### src/rtl/kb_scan_ctrl_pkg.sv
// ----------------------------------------------------------------------------
// kb_scan_ctrl_pkg
// Shared constants for the 4x4 keypad scan/debounce controller.
//   - Default geometry and timing (rows, columns, scan divider, debounce frames)
//   - rd_data flag bit positions for the default 32-bit IO data width
//   - Debounce FSM state encodings and the frame-result kind
// Optional build macro used by this block: KB_FIFO_EN (4-entry event FIFO).
// ----------------------------------------------------------------------------
package kb_scan_ctrl_pkg;

   localparam int KB_ROWS            = 4;
   localparam int KB_COLS            = 4;
   localparam int KB_SCAN_DIV        = 1000;
   localparam int KB_DEBOUNCE_FRAMES = 4;
   localparam int KB_DATA_W          = 32;

   // Flag positions within a KB_DATA_W-wide status word.
   localparam int KB_BIT_VALID = KB_DATA_W - 1;
   localparam int KB_BIT_OVF   = KB_DATA_W - 2;
   localparam int KB_BIT_HELD  = KB_DATA_W - 3;

   // Debounce FSM state encodings.
   localparam logic [1:0] KB_IDLE     = 2'd0;
   localparam logic [1:0] KB_PRESS_DB = 2'd1;
   localparam logic [1:0] KB_HELD     = 2'd2;
   localparam logic [1:0] KB_REL_DB   = 2'd3;

   // Outcome of one complete scan frame.
   typedef enum logic [1:0] {
      KB_FR_NONE   = 2'd0,
      KB_FR_SINGLE = 2'd1,
      KB_FR_MULTI  = 2'd2
   } kb_frame_t;

endpackage

### src/rtl/kb_event_fifo.sv
// ----------------------------------------------------------------------------
// kb_event_fifo
// Key-event queue behind the keypad status word, with sticky overflow.
// Build macro: KB_FIFO_EN
//   defined   : 4-entry circular FIFO (2-bit pointers plus an entry count)
//   undefined : single holding register plus valid bit
// Ports:
//   clk, rst_n      clock, asynchronous active-low reset
//   wr, wr_code     push strobe and key code
//   pop             read strobe; pops when non-empty, always clears overflow
//   head            oldest code, 0 when empty
//   not_empty       queue holds at least one entry
//   overflow        sticky: a push was dropped because the queue was full
// A pop and a push on the same cycle are ordered pop-first, so a push into a
// full queue that is being read is accepted without raising overflow.
// ----------------------------------------------------------------------------
module kb_event_fifo #(
   parameter int CODE_W = 4
) (
   input  logic              clk,
   input  logic              rst_n,
   input  logic              wr,
   input  logic [CODE_W-1:0] wr_code,
   input  logic              pop,
   output logic [CODE_W-1:0] head,
   output logic              not_empty,
   output logic              overflow
);

   logic full;
   logic do_pop;
   logic accept;
   logic ovf_reg;

   assign do_pop = pop & not_empty;
   assign accept = wr & (~full | do_pop);

`ifdef KB_FIFO_EN
   logic [CODE_W-1:0] mem [4];
   logic [1:0]        wr_ptr_reg;
   logic [1:0]        rd_ptr_reg;
   logic [2:0]        count_reg;

   assign not_empty = (count_reg != 3'd0);
   assign full      = (count_reg == 3'd4);
   assign head      = not_empty ? mem[rd_ptr_reg] : '0;

   // Storage needs no reset: the head is masked whenever the count is zero.
   always_ff @(posedge clk) begin
      if (accept) begin
         mem[wr_ptr_reg] <= wr_code;
      end
   end

   always_ff @(posedge clk or negedge rst_n) begin
      if (!rst_n) begin
         wr_ptr_reg <= 2'd0;
         rd_ptr_reg <= 2'd0;
         count_reg  <= 3'd0;
      end else begin
         if (accept) begin
            wr_ptr_reg <= wr_ptr_reg + 2'd1;
         end
         if (do_pop) begin
            rd_ptr_reg <= rd_ptr_reg + 2'd1;
         end
         case ({accept, do_pop})
            2'b10:   count_reg <= count_reg + 3'd1;
            2'b01:   count_reg <= count_reg - 3'd1;
            default: count_reg <= count_reg;
         endcase
      end
   end
`else
   logic [CODE_W-1:0] hold_reg;
   logic              valid_reg;

   assign not_empty = valid_reg;
   assign full      = valid_reg;
   assign head      = valid_reg ? hold_reg : '0;

   always_ff @(posedge clk or negedge rst_n) begin
      if (!rst_n) begin
         hold_reg  <= '0;
         valid_reg <= 1'b0;
      end else begin
         if (accept) begin
            hold_reg  <= wr_code;
            valid_reg <= 1'b1;
         end else if (do_pop) begin
            valid_reg <= 1'b0;
         end
      end
   end
`endif

   // Any read clears overflow; a dropped push on the same edge re-arms it.
   always_ff @(posedge clk or negedge rst_n) begin
      if (!rst_n) begin
         ovf_reg <= 1'b0;
      end else begin
         if (wr && !accept) begin
            ovf_reg <= 1'b1;
         end else if (pop) begin
            ovf_reg <= 1'b0;
         end
      end
   end

   assign overflow = ovf_reg;

endmodule

### src/rtl/kb_scan_ctrl.sv
// ----------------------------------------------------------------------------
// kb_scan_ctrl
// Keypad matrix scanner with frame-based debounce and a CPU-readable event
// queue on the IO bus.
// Build macro: KB_FIFO_EN (selects the 4-entry queue in kb_event_fifo).
// Ports:
//   clk      system clock
//   rst_n    asynchronous active-low reset
//   col_in   column lines, active-low (0 = key closed on the driven row)
//   row_en   row strobes, active-low, at most one bit low
//   rd_req   one-cycle read-and-pop strobe from the IO decoder
//   rd_data  {valid, overflow, held, 0..., head code}, combinational
//   key_irq  high while the event queue is non-empty
// ----------------------------------------------------------------------------
module kb_scan_ctrl
   import kb_scan_ctrl_pkg::*;
#(
   parameter int ROWS            = KB_ROWS,
   parameter int COLS            = KB_COLS,
   parameter int SCAN_DIV        = KB_SCAN_DIV,
   parameter int DEBOUNCE_FRAMES = KB_DEBOUNCE_FRAMES,
   parameter int DATA_W          = KB_DATA_W
) (
   input  logic              clk,
   input  logic              rst_n,
   input  logic [COLS-1:0]   col_in,
   output logic [ROWS-1:0]   row_en,
   input  logic              rd_req,
   output logic [DATA_W-1:0] rd_data,
   output logic              key_irq
);

   localparam int ROW_W  = (ROWS > 1) ? $clog2(ROWS) : 1;
   localparam int COL_W  = (COLS > 1) ? $clog2(COLS) : 1;
   localparam int CODE_W = ROW_W + COL_W;
   localparam int DIV_W  = $clog2(SCAN_DIV);
   localparam int CNT_W  = $clog2(DEBOUNCE_FRAMES + 1);

   // Package positions are for the default width; keep them MSB-relative.
   localparam int BIT_VALID = KB_BIT_VALID + DATA_W - KB_DATA_W;
   localparam int BIT_OVF   = KB_BIT_OVF   + DATA_W - KB_DATA_W;
   localparam int BIT_HELD  = KB_BIT_HELD  + DATA_W - KB_DATA_W;

   // ---------------- row sequencer ----------------
   logic              started_reg;
   logic [DIV_W-1:0]  div_reg;
   logic [ROW_W-1:0]  row_reg;
   logic              sample;
   logic              frame_done;

   // started_reg holds all rows high until the first edge after reset.
   generate
      for (genvar gi = 0; gi < ROWS; gi++) begin : g_row_en
         assign row_en[gi] = ~(started_reg && (row_reg == ROW_W'(gi)));
      end
   endgenerate

   assign sample     = started_reg && (div_reg == DIV_W'(SCAN_DIV - 1));
   assign frame_done = sample && (row_reg == ROW_W'(ROWS - 1));

   // ---------------- frame evaluator ----------------
   logic [1:0]        acc_hits_reg;   // zeros seen so far this frame, saturates at 2
   logic [CODE_W-1:0] acc_code_reg;
   logic [1:0]        row_hits;
   logic [COL_W-1:0]  hit_col;
   logic [2:0]        hit_sum;
   logic [1:0]        frame_hits;
   logic [CODE_W-1:0] frame_code;
   kb_frame_t         frame_kind;

   always_comb begin
      row_hits = 2'd0;
      hit_col  = '0;
      for (int c = 0; c < COLS; c++) begin
         if (!col_in[c]) begin
            if (row_hits != 2'd2) begin
               row_hits = row_hits + 2'd1;
            end
            hit_col = COL_W'(c);
         end
      end
      hit_sum    = {1'b0, acc_hits_reg} + {1'b0, row_hits};
      frame_hits = (hit_sum >= 3'd2) ? 2'd2 : hit_sum[1:0];
      // If an earlier row already had the single hit, its code wins; a second
      // hit makes the frame MULTI, so the code no longer matters.
      frame_code = (acc_hits_reg != 2'd0) ? acc_code_reg : {row_reg, hit_col};
      frame_kind = KB_FR_NONE;
      if (frame_hits == 2'd1) begin
         frame_kind = KB_FR_SINGLE;
      end else if (frame_hits == 2'd2) begin
         frame_kind = KB_FR_MULTI;
      end
   end

   always_ff @(posedge clk or negedge rst_n) begin
      if (!rst_n) begin
         started_reg  <= 1'b0;
         div_reg      <= '0;
         row_reg      <= '0;
         acc_hits_reg <= 2'd0;
         acc_code_reg <= '0;
      end else begin
         started_reg <= 1'b1;
         if (sample) begin
            div_reg      <= '0;
            row_reg      <= frame_done ? '0 : row_reg + ROW_W'(1);
            acc_hits_reg <= frame_done ? 2'd0 : frame_hits;
            acc_code_reg <= frame_done ? '0 : frame_code;
         end else if (started_reg) begin
            div_reg <= div_reg + DIV_W'(1);
         end
      end
   end

   // ---------------- debounce FSM ----------------
   logic [1:0]        state_reg;
   logic [CNT_W-1:0]  cnt_reg;
   logic [CODE_W-1:0] cand_reg;
   logic              enq_reg;
   logic              match;
   logic              last_frame;

   assign match      = (frame_kind == KB_FR_SINGLE) && (frame_code == cand_reg);
   assign last_frame = ((cnt_reg + CNT_W'(1)) == CNT_W'(DEBOUNCE_FRAMES));

   always_ff @(posedge clk or negedge rst_n) begin
      if (!rst_n) begin
         state_reg <= KB_IDLE;
         cnt_reg   <= '0;
         cand_reg  <= '0;
         enq_reg   <= 1'b0;
      end else begin
         enq_reg <= 1'b0;
         if (frame_done) begin
            case (state_reg)
               KB_IDLE: begin
                  if (frame_kind == KB_FR_SINGLE) begin
                     cand_reg <= frame_code;
                     if (DEBOUNCE_FRAMES == 1) begin
                        enq_reg   <= 1'b1;
                        cnt_reg   <= '0;
                        state_reg <= KB_HELD;
                     end else begin
                        cnt_reg   <= CNT_W'(1);
                        state_reg <= KB_PRESS_DB;
                     end
                  end
               end
               KB_PRESS_DB: begin
                  if (match) begin
                     if (last_frame) begin
                        enq_reg   <= 1'b1;
                        cnt_reg   <= '0;
                        state_reg <= KB_HELD;
                     end else begin
                        cnt_reg <= cnt_reg + CNT_W'(1);
                     end
                  end else begin
                     cnt_reg   <= '0;
                     state_reg <= KB_IDLE;
                  end
               end
               KB_HELD: begin
                  if (!match) begin
                     if (DEBOUNCE_FRAMES == 1) begin
                        cnt_reg   <= '0;
                        state_reg <= KB_IDLE;
                     end else begin
                        cnt_reg   <= CNT_W'(1);
                        state_reg <= KB_REL_DB;
                     end
                  end
               end
               KB_REL_DB: begin
                  if (match) begin
                     cnt_reg   <= '0;
                     state_reg <= KB_HELD;
                  end else if (last_frame) begin
                     cnt_reg   <= '0;
                     state_reg <= KB_IDLE;
                  end else begin
                     cnt_reg <= cnt_reg + CNT_W'(1);
                  end
               end
               default: begin
                  cnt_reg   <= '0;
                  state_reg <= KB_IDLE;
               end
            endcase
         end
      end
   end

   // ---------------- event queue and status word ----------------
   // The push is registered, so a confirmed press shows up one cycle after
   // the frame edge. cand_reg only changes on frame edges, so it is stable.
   logic [CODE_W-1:0] head;
   logic              not_empty;
   logic              overflow;

   kb_event_fifo #(
      .CODE_W (CODE_W)
   ) u_fifo (
      .clk       (clk),
      .rst_n     (rst_n),
      .wr        (enq_reg),
      .wr_code   (cand_reg),
      .pop       (rd_req),
      .head      (head),
      .not_empty (not_empty),
      .overflow  (overflow)
   );

   always_comb begin
      rd_data                = '0;
      rd_data[BIT_VALID]     = not_empty;
      rd_data[BIT_OVF]       = overflow;
      rd_data[BIT_HELD]      = (state_reg == KB_HELD) || (state_reg == KB_REL_DB);
      rd_data[CODE_W-1:0]    = head;
   end

   assign key_irq = not_empty;

endmodule
### config.mk
export PLATFORM = sky130hd
export DESIGN_NAME = kb_scan_ctrl
export DESIGN_NICKNAME = d
export VERILOG_FILES = /design/src/rtl/kb_scan_ctrl_pkg.sv /design/src/rtl/kb_event_fifo.sv /design/src/rtl/kb_scan_ctrl.sv
export SDC_FILE = /design/constraint.sdc
export NUM_CORES = 1
export LEC_CHECK = 0
export CAP_MARGIN = 20
export CORE_MARGIN = 2
export CORE_UTILIZATION = 45
export DETAILED_ROUTE_END_ITERATION = 8
export PLACE_DENSITY_LB_ADDON = 0.12
export SETUP_SLACK_MARGIN = 0.1
export SYNTH_ARGS = -nofsm -noshare
export SYNTH_HDL_FRONTEND = slang
export SYNTH_SLANG_ARGS = --single-unit
### constraint.sdc
create_clock -name clk -period 3.2 [get_ports clk]
set_input_delay 0.48 -clock clk [delete_from_list [all_inputs] [get_ports clk]]
set_output_delay 0.48 -clock clk [all_outputs]
set_load 0.01 [all_outputs]
==> results of run 1 <==
==> worst reg2reg max path, stage by stage, from the launching register on <==
cell and delay, ns:
dfrtp_1 0.43, ha_2 0.20, inv_2 0.03, fa_1 0.51
nand3_2 0.08, a311o_1 0.32, nor3b_4 0.30, buf_6 0.15
a21bo_1 0.14, a22o_1 0.13
==> report_power, final <==
| group | total (mW) | internal, mW | switching [mW] | leakage, nW |
|---|---|---|---|---|
| combinational | 0.166 | 0.0814 | 0.0845 | 0.663 |
| sequential | 0.535 | 0.484 | 0.0502 | 0.449 |
| clock | 0.351 | 0.196 | 0.155 | 0.0515 |
==> worst max path at each step <==
stage | startpoint | end | slack [ns]
detailed placement | col_in[1] | cnt_reg[1] | -0.54
floorplan | col_in[0] | cnt_reg[1] | 0.08
finish | col_in[1] | cnt_reg[2] | 0.25
CTS | col_in[1] | cnt_reg[2] | 0.05
global route | col_in[1] | cnt_reg[2] | 0.09
global placement | col_in[1] | cnt_reg[2] | -0.49
==> kinds of logic (layout without fill, tap and decap cells) <==
kind of cell    Yosys count  count (layout)  synth area share (%)
mux                      10              10                  4.99
buf+inv                  43              45                  12.6
compound gates           40              40                  12.2
xor+xnor                 12              12                  4.71
other cells               2              26                 0.337
fa+ha+maj                12              12                  7.07
flops                    35              35                  39.3
simple gates             75              75                  18.8
==> layout make-up <==
cell class                      instances  area [um^2]  area share, %
Multi-Input combinational cell        175         1230           47.5
Tap cell                               67         83.8           3.24
Clock buffer                            8          100           3.86
Inverter                                9         38.8           1.50
Sequential cell                        35          876           33.8
Timing Repair Buffer                   28          260           10.0
==> placed cells by master, fill, tap and decap left out, types with 5 or more instances in the layout <==
master           synthesis  routed
nor2_1                  16      15
nand2_1                 18      18
buf_4                   27       9
a22o_1                   5       5
and2_1                   5       5
o21ai_0                 11      11
xnor2_1                  7       7
mux2_2                   5       5
inv_1                    9       6
xor2_1                   5       5
dfrtp_1                 35      35
ha_1                    11       7
clkbuf_8                 1       7
conb_1                   2      26
clkdlybuf4s50_1          0      15
nand3_1                  7       6
==> layer usage <==
metal  vias up  GRT usage (%)  part of all wire (%)  wire [um]
met4         0           6.75                   1.8         74
met3         8           4.34                   4.7        192
met1       727           23.3                    48       1980
li1        784              -                     -          -
met2        40           25.5                    45       1860
met5         -              0                     0          0
==> timing repair <==
action / CTS / global route
hold buffers: 0 / 0
gates resized for setup: 24 / 9
pin swaps: 9 / 6
setup buffers: 0 / 1
setup endpoints to repair: 10 / 8
==> stage by stage <==
| step | TNS, ns | instance area, um^2 | util [%] |
|---|---|---|---|
| after floorplan | 0 | 2330 | - |
| after global placement | -4.19 | 2410 | 50.7 |
| after detailed placement | -4.56 | 2410 | 50.7 |
| after CTS | 0 | 2550 | 53.6 |
| after global routing | 0 | 2590 | 54.5 |
| final | 0 | 2590 | 54.5 |
==> results.py, run 1 <==
metrics = {
    "status": {
        "status": "completed",
    },
    "detailed_routing": {
        "num_vias": 1559,
        "drc_errors": 0,
        "wl_per_cell_um": 12.7,
        "ant_nets": 0,
        "wl_mm": 4.11,
        "dr.pass1.iters": 4,
        "viasPerCell": 4.84,
        "drtIter0Drc": 55,
    },
    "floorplan": {
        "core.rowCount": 25,
        "start_util_pct": 46.9,
        "ioPinCount": 44,
        "die_h_um": 74.4,
        "die_x_um": 74.4,
        "fp.dieArea_um2": 5540,
        "design.core.area_um2": 4750,
    },
    "worst_setup_path": {
        "rrSetupSlack_ns": 0.83,
        "cp_top_family": "adder cells",
        "path_cells": "buf_8, inv_4, ha_4, mux2i_4, ha_2, nor2_2, a21oi_2, ha_2, inv_2, fa_1, nand3_2, a311o_1, nor3b_4, buf_6, a21bo_1, a22o_1",
        "cp.buffers_inverters": 4,
        "cp_common_cell": "ha_2",
        "timing.rr.start": "acc_hits_reg[0]",
        "r2r-end": "cnt_reg[2]",
        "cp.depth": 16,
        "cp_max_fo": 5,
        "crit_required_ns": 3.42,
        "crit_path_end_kind": "flip-flop",
        "reg2regPathDepth": 9,
        "start_kind": "input pin",
        "arrival_ns": 3.18,
        "slowest_stage": "fa_1",
        "crit_path_max_incr_delay_ns": 0.51,
        "timing_worst_setup_path_type": "in -> reg",
    },
    "final_layout": {
        "fin_nets": 273,
        "fillers": 451,
        "antennaDiodeCount": 0,
        "final_layout_size_suffix_gt1_share_pct": 18.0,
        "area_growth_pct": 16.1,
        "stdcell_count": 322,
        "largest_reg_flops": 10,
    },
    "yosys": {
        "synth_seq_cells": 35,
        "yosysTopAreaCellShare_pct": 39.3,
        "yosysWarnings": 0,
        "ys_seq_area_share_pct": 39.3,
        "netlist_area_um2": 2230,
        "synth_largest_area_cell": "dfrtp_1",
        "synth-async-reset-ratio_pct": 100,
        "synthCells": 229,
        "synth_common_cells": "35 x dfrtp_1, 27 x buf_4, 18 x nand2_1",
        "synth_edf_count": 0,
        "yosysUniqueCellTypes": 53,
        "synth_ff_type": "dfrtp_1",
        "synth_most_common_cell": "dfrtp_1",
        "synth_area_leaders": "dfrtp_1 39%, buf_4 9.1%, ha_1 6.2%",
        "syn_avg_cell_area_um2": 9.74,
    },
    "placement": {
        "dp_slack_ns": -0.544,
        "io_buffers": 18,
        "gp_congestion": 0.748,
        "hpwl_mm": 2.82,
        "place_inst": 313,
    },
    "timing": {
        "setup_viol": 0,
        "fin_crit_sh_pct": 92.3,
        "rsz0062_at_grt": "false",
        "slew_violations": 0,
        "whs_ns": 0.493,
        "fmax_mhz": 339,
        "hold_violations": 0,
        "final.min_clock_period_ns": 2.95,
        "worst_clock_skew_ns": 0.00402,
        "worst_slack_ns": 0.246,
    },
    "power_and_ir_drop": {
        "power_density_nw_per_um2": 406,
        "vdd_ir_drop_max_uv": 285,
        "power_mw": 1.05,
        "p_leak_nw": 1.16,
    },
    "clocking": {
        "cts_tree": "built",
        "clk_latency_ns": 0.28,
        "clockBufferDepth": 2,
        "h-tree-depth": 2,
        "cts.sinks": 35,
        "cts_inserted_buffers": 5,
        "clk_pin_slew_worst_paths_ns": 0.06,
        "root_buffer": "clkbuf_8",
    },
    "grt": {
        "grt.overflow.total": 0,
        "grtUsageTotal_pct": 16.9,
        "antenna_found_initial": 0,
        "grt_max_degree": 36,
        "grt_pass1_vias": 1484,
        "grt_pass1_wl_mm": 7.05,
    },
    "worst_hold_path": {
        "min_to": "u_fifo.not_empty",
        "whs_path_depth": 1,
        "worstHoldStart": "enq_reg",
        "hp-class": "reg -> reg",
    },
    "run": {
        "maxCapViolCount": 0,
    },
}
Power figures use the tool's default switching activity.
==> inputs of run 2 (changes only) <==
Settings changed: CORE_MARGIN 2 to 3.
==> results.py, run 2 (synthesized netlist as in run 1, its figures left out) <==
metrics = {
    "clocking": {
        "clockBufferDepth": 2,
        "h-tree-depth": 2,
        "cts_tree": "built",
        "clk_pin_slew_worst_paths_ns": 0.07,
        "cts_inserted_buffers": 5,
        "root_buffer": "clkbuf_8",
        "cts.sinks": 35,
        "clk_latency_ns": 0.28,
    },
    "timing": {
        "setup_viol": 0,
        "tns_ns": 0,
        "worst_clock_skew_ns": 0.00569,
        "fmax_mhz": 334,
        "slew_violations": 0,
        "hold_violations": 0,
        "rsz0062_at_grt": "true",
        "final.min_clock_period_ns": 2.99,
        "fin_crit_sh_pct": 93.6,
    },
    "worst_setup_path": {
        "crit_required_ns": 3.36,
        "timing_worst_setup_path_type": "in -> reg",
        "crit_path_end_kind": "flip-flop",
        "cp_max_fo": 5,
        "arrival_ns": 3.15,
        "start_kind": "input pin",
    },
    "floorplan": {
        "start_util_pct": 48.9,
        "die_x_um": 76.4,
        "fp.dieArea_um2": 5840,
        "design.core.area_um2": 4560,
        "ioPinCount": 44,
        "die_h_um": 76.4,
        "core.rowCount": 24,
    },
    "detailed_routing": {
        "wl_mm": 3.98,
        "drc_errors": 0,
        "drtIter0Drc": 62,
        "viasPerCell": 4.92,
        "ant_nets": 0,
        "num_vias": 1570,
        "dr.pass1.iters": 4,
        "wl_per_cell_um": 12.5,
    },
    "final_layout": {
        "final_cell_mix": "35 x dfrtp_1, 26 x conb_1, 18 x nand2_1",
        "sequential_cell_area_um2": 876,
        "largest_reg_flops": 10,
        "area_growth_pct": 14.5,
        "final_layout_size_suffix_gt1_share_pct": 16.9,
        "fillers": 427,
        "fin_nets": 272,
        "antennaDiodeCount": 0,
        "multi_input_area_um2": 1220,
        "mostFrequentLayoutCell": "dfrtp_1",
    },
    "run": {
        "maxCapViolCount": 0,
    },
    "grt": {
        "grtUsageMet2_pct": 22.9,
        "grt_pass1_wl_mm": 7.01,
        "grt_pass1_vias": 1506,
        "use_met3_pct": 3.66,
        "grt_max_degree": 36,
        "grt_busiest_layer": "met2",
        "grtUsageMet1_pct": 19.7,
        "grtUsageTotal_pct": 14.7,
        "antenna_found_initial": 0,
        "grt.overflow.total": 0,
    },
    "placement": {
        "hpwl_mm": 2.85,
        "gp_congestion": 0.806,
        "io_buffers": 18,
    },
    "power_and_ir_drop": {
        "vdd_ir_drop_max_uv": 263,
        "power_mw": 0.994,
        "p_leak_nw": 1.15,
        "power_density_nw_per_um2": 389,
    },
    "worst_hold_path": {
        "hp-class": "reg -> reg",
    },
    "status": {
        "status": "completed",
    },
}
## run 2: final timing paths
path | startpoint | end | slack, ns | cells after the start
setup / recovery | col_in[0] | cnt_reg[0] | 0.21 | 16
hold / removal | u_fifo.hold_reg[2] | u_fifo.hold_reg[2] | 0.50 | 1
setup reg to reg | acc_hits_reg[0] | cnt_reg[0] | 0.82 | 9
hold reg to reg | u_fifo.hold_reg[2] | u_fifo.hold_reg[2] | 0.50 | 1
max in group asynchronous | rst_n | cand_reg[0] | 2.28 | 2
min in group asynchronous | rst_n | div_reg[3] | 0.60 | 2
## run 2: metal layers
layer  up-vias  wire length, um
met5         -                0
met4         0               42
met2        48             1810
li1        783                -
met3         5              243
met1       734             1880
## run 2: critical path, stage by stage
cell and delay [ns]:
buf_8 0.10, buf_6 0.11, ha_4 0.16, mux2i_4 0.14, ha_2 0.18, nor2_1 0.04
a21oi_1 0.12, ha_2 0.19, inv_2 0.03, fa_1 0.51, nand3_2 0.07, a311o_1 0.31
nor3b_4 0.32, buf_4 0.18, nand4b_1 0.10, a32oi_1 0.10
## run 2: power breakdown
| group | internal, mW | switching (mW) |
|---|---|---|
| Clock | 0.149 | 0.153 |
| Combinational | 0.0773 | 0.0787 |
| Sequential | 0.484 | 0.0519 |
## run 2: repair_timing
action | CTS | global route
buffers inserted | 1 | 0
cloned | 0 | 0
hold buffers | 0 | 0
endpoints found under the setup margin | 10 | 6
gates resized for setup | 24 | 5
pin swaps | 10 | 9
## run 2: final cells by class
class                   instances  area share [%]
repair buffers                 27            10.0
multi-input cells             175            47.8
well taps                      65            3.18
inverters                       9            1.42
clock buffers                   5            2.69
flip-flops and latches         35            34.3
clock inverters                 3           0.588
## run 2: stage by stage
stage                     hold slack, ns  cell area (um^2)  std cells  setup WS (ns)  util, %
after floorplan                    0.184              2330        253         0.0827        -
after global placement             0.485              2400        310         -0.534     52.6
after detailed placement           0.488              2400        310         -0.612     52.6
after CTS                          0.505              2540        319         0.0279     55.6
after global routing               0.525              2550        319         0.0634     56.0
final                              0.501              2550        319          0.206     56.0
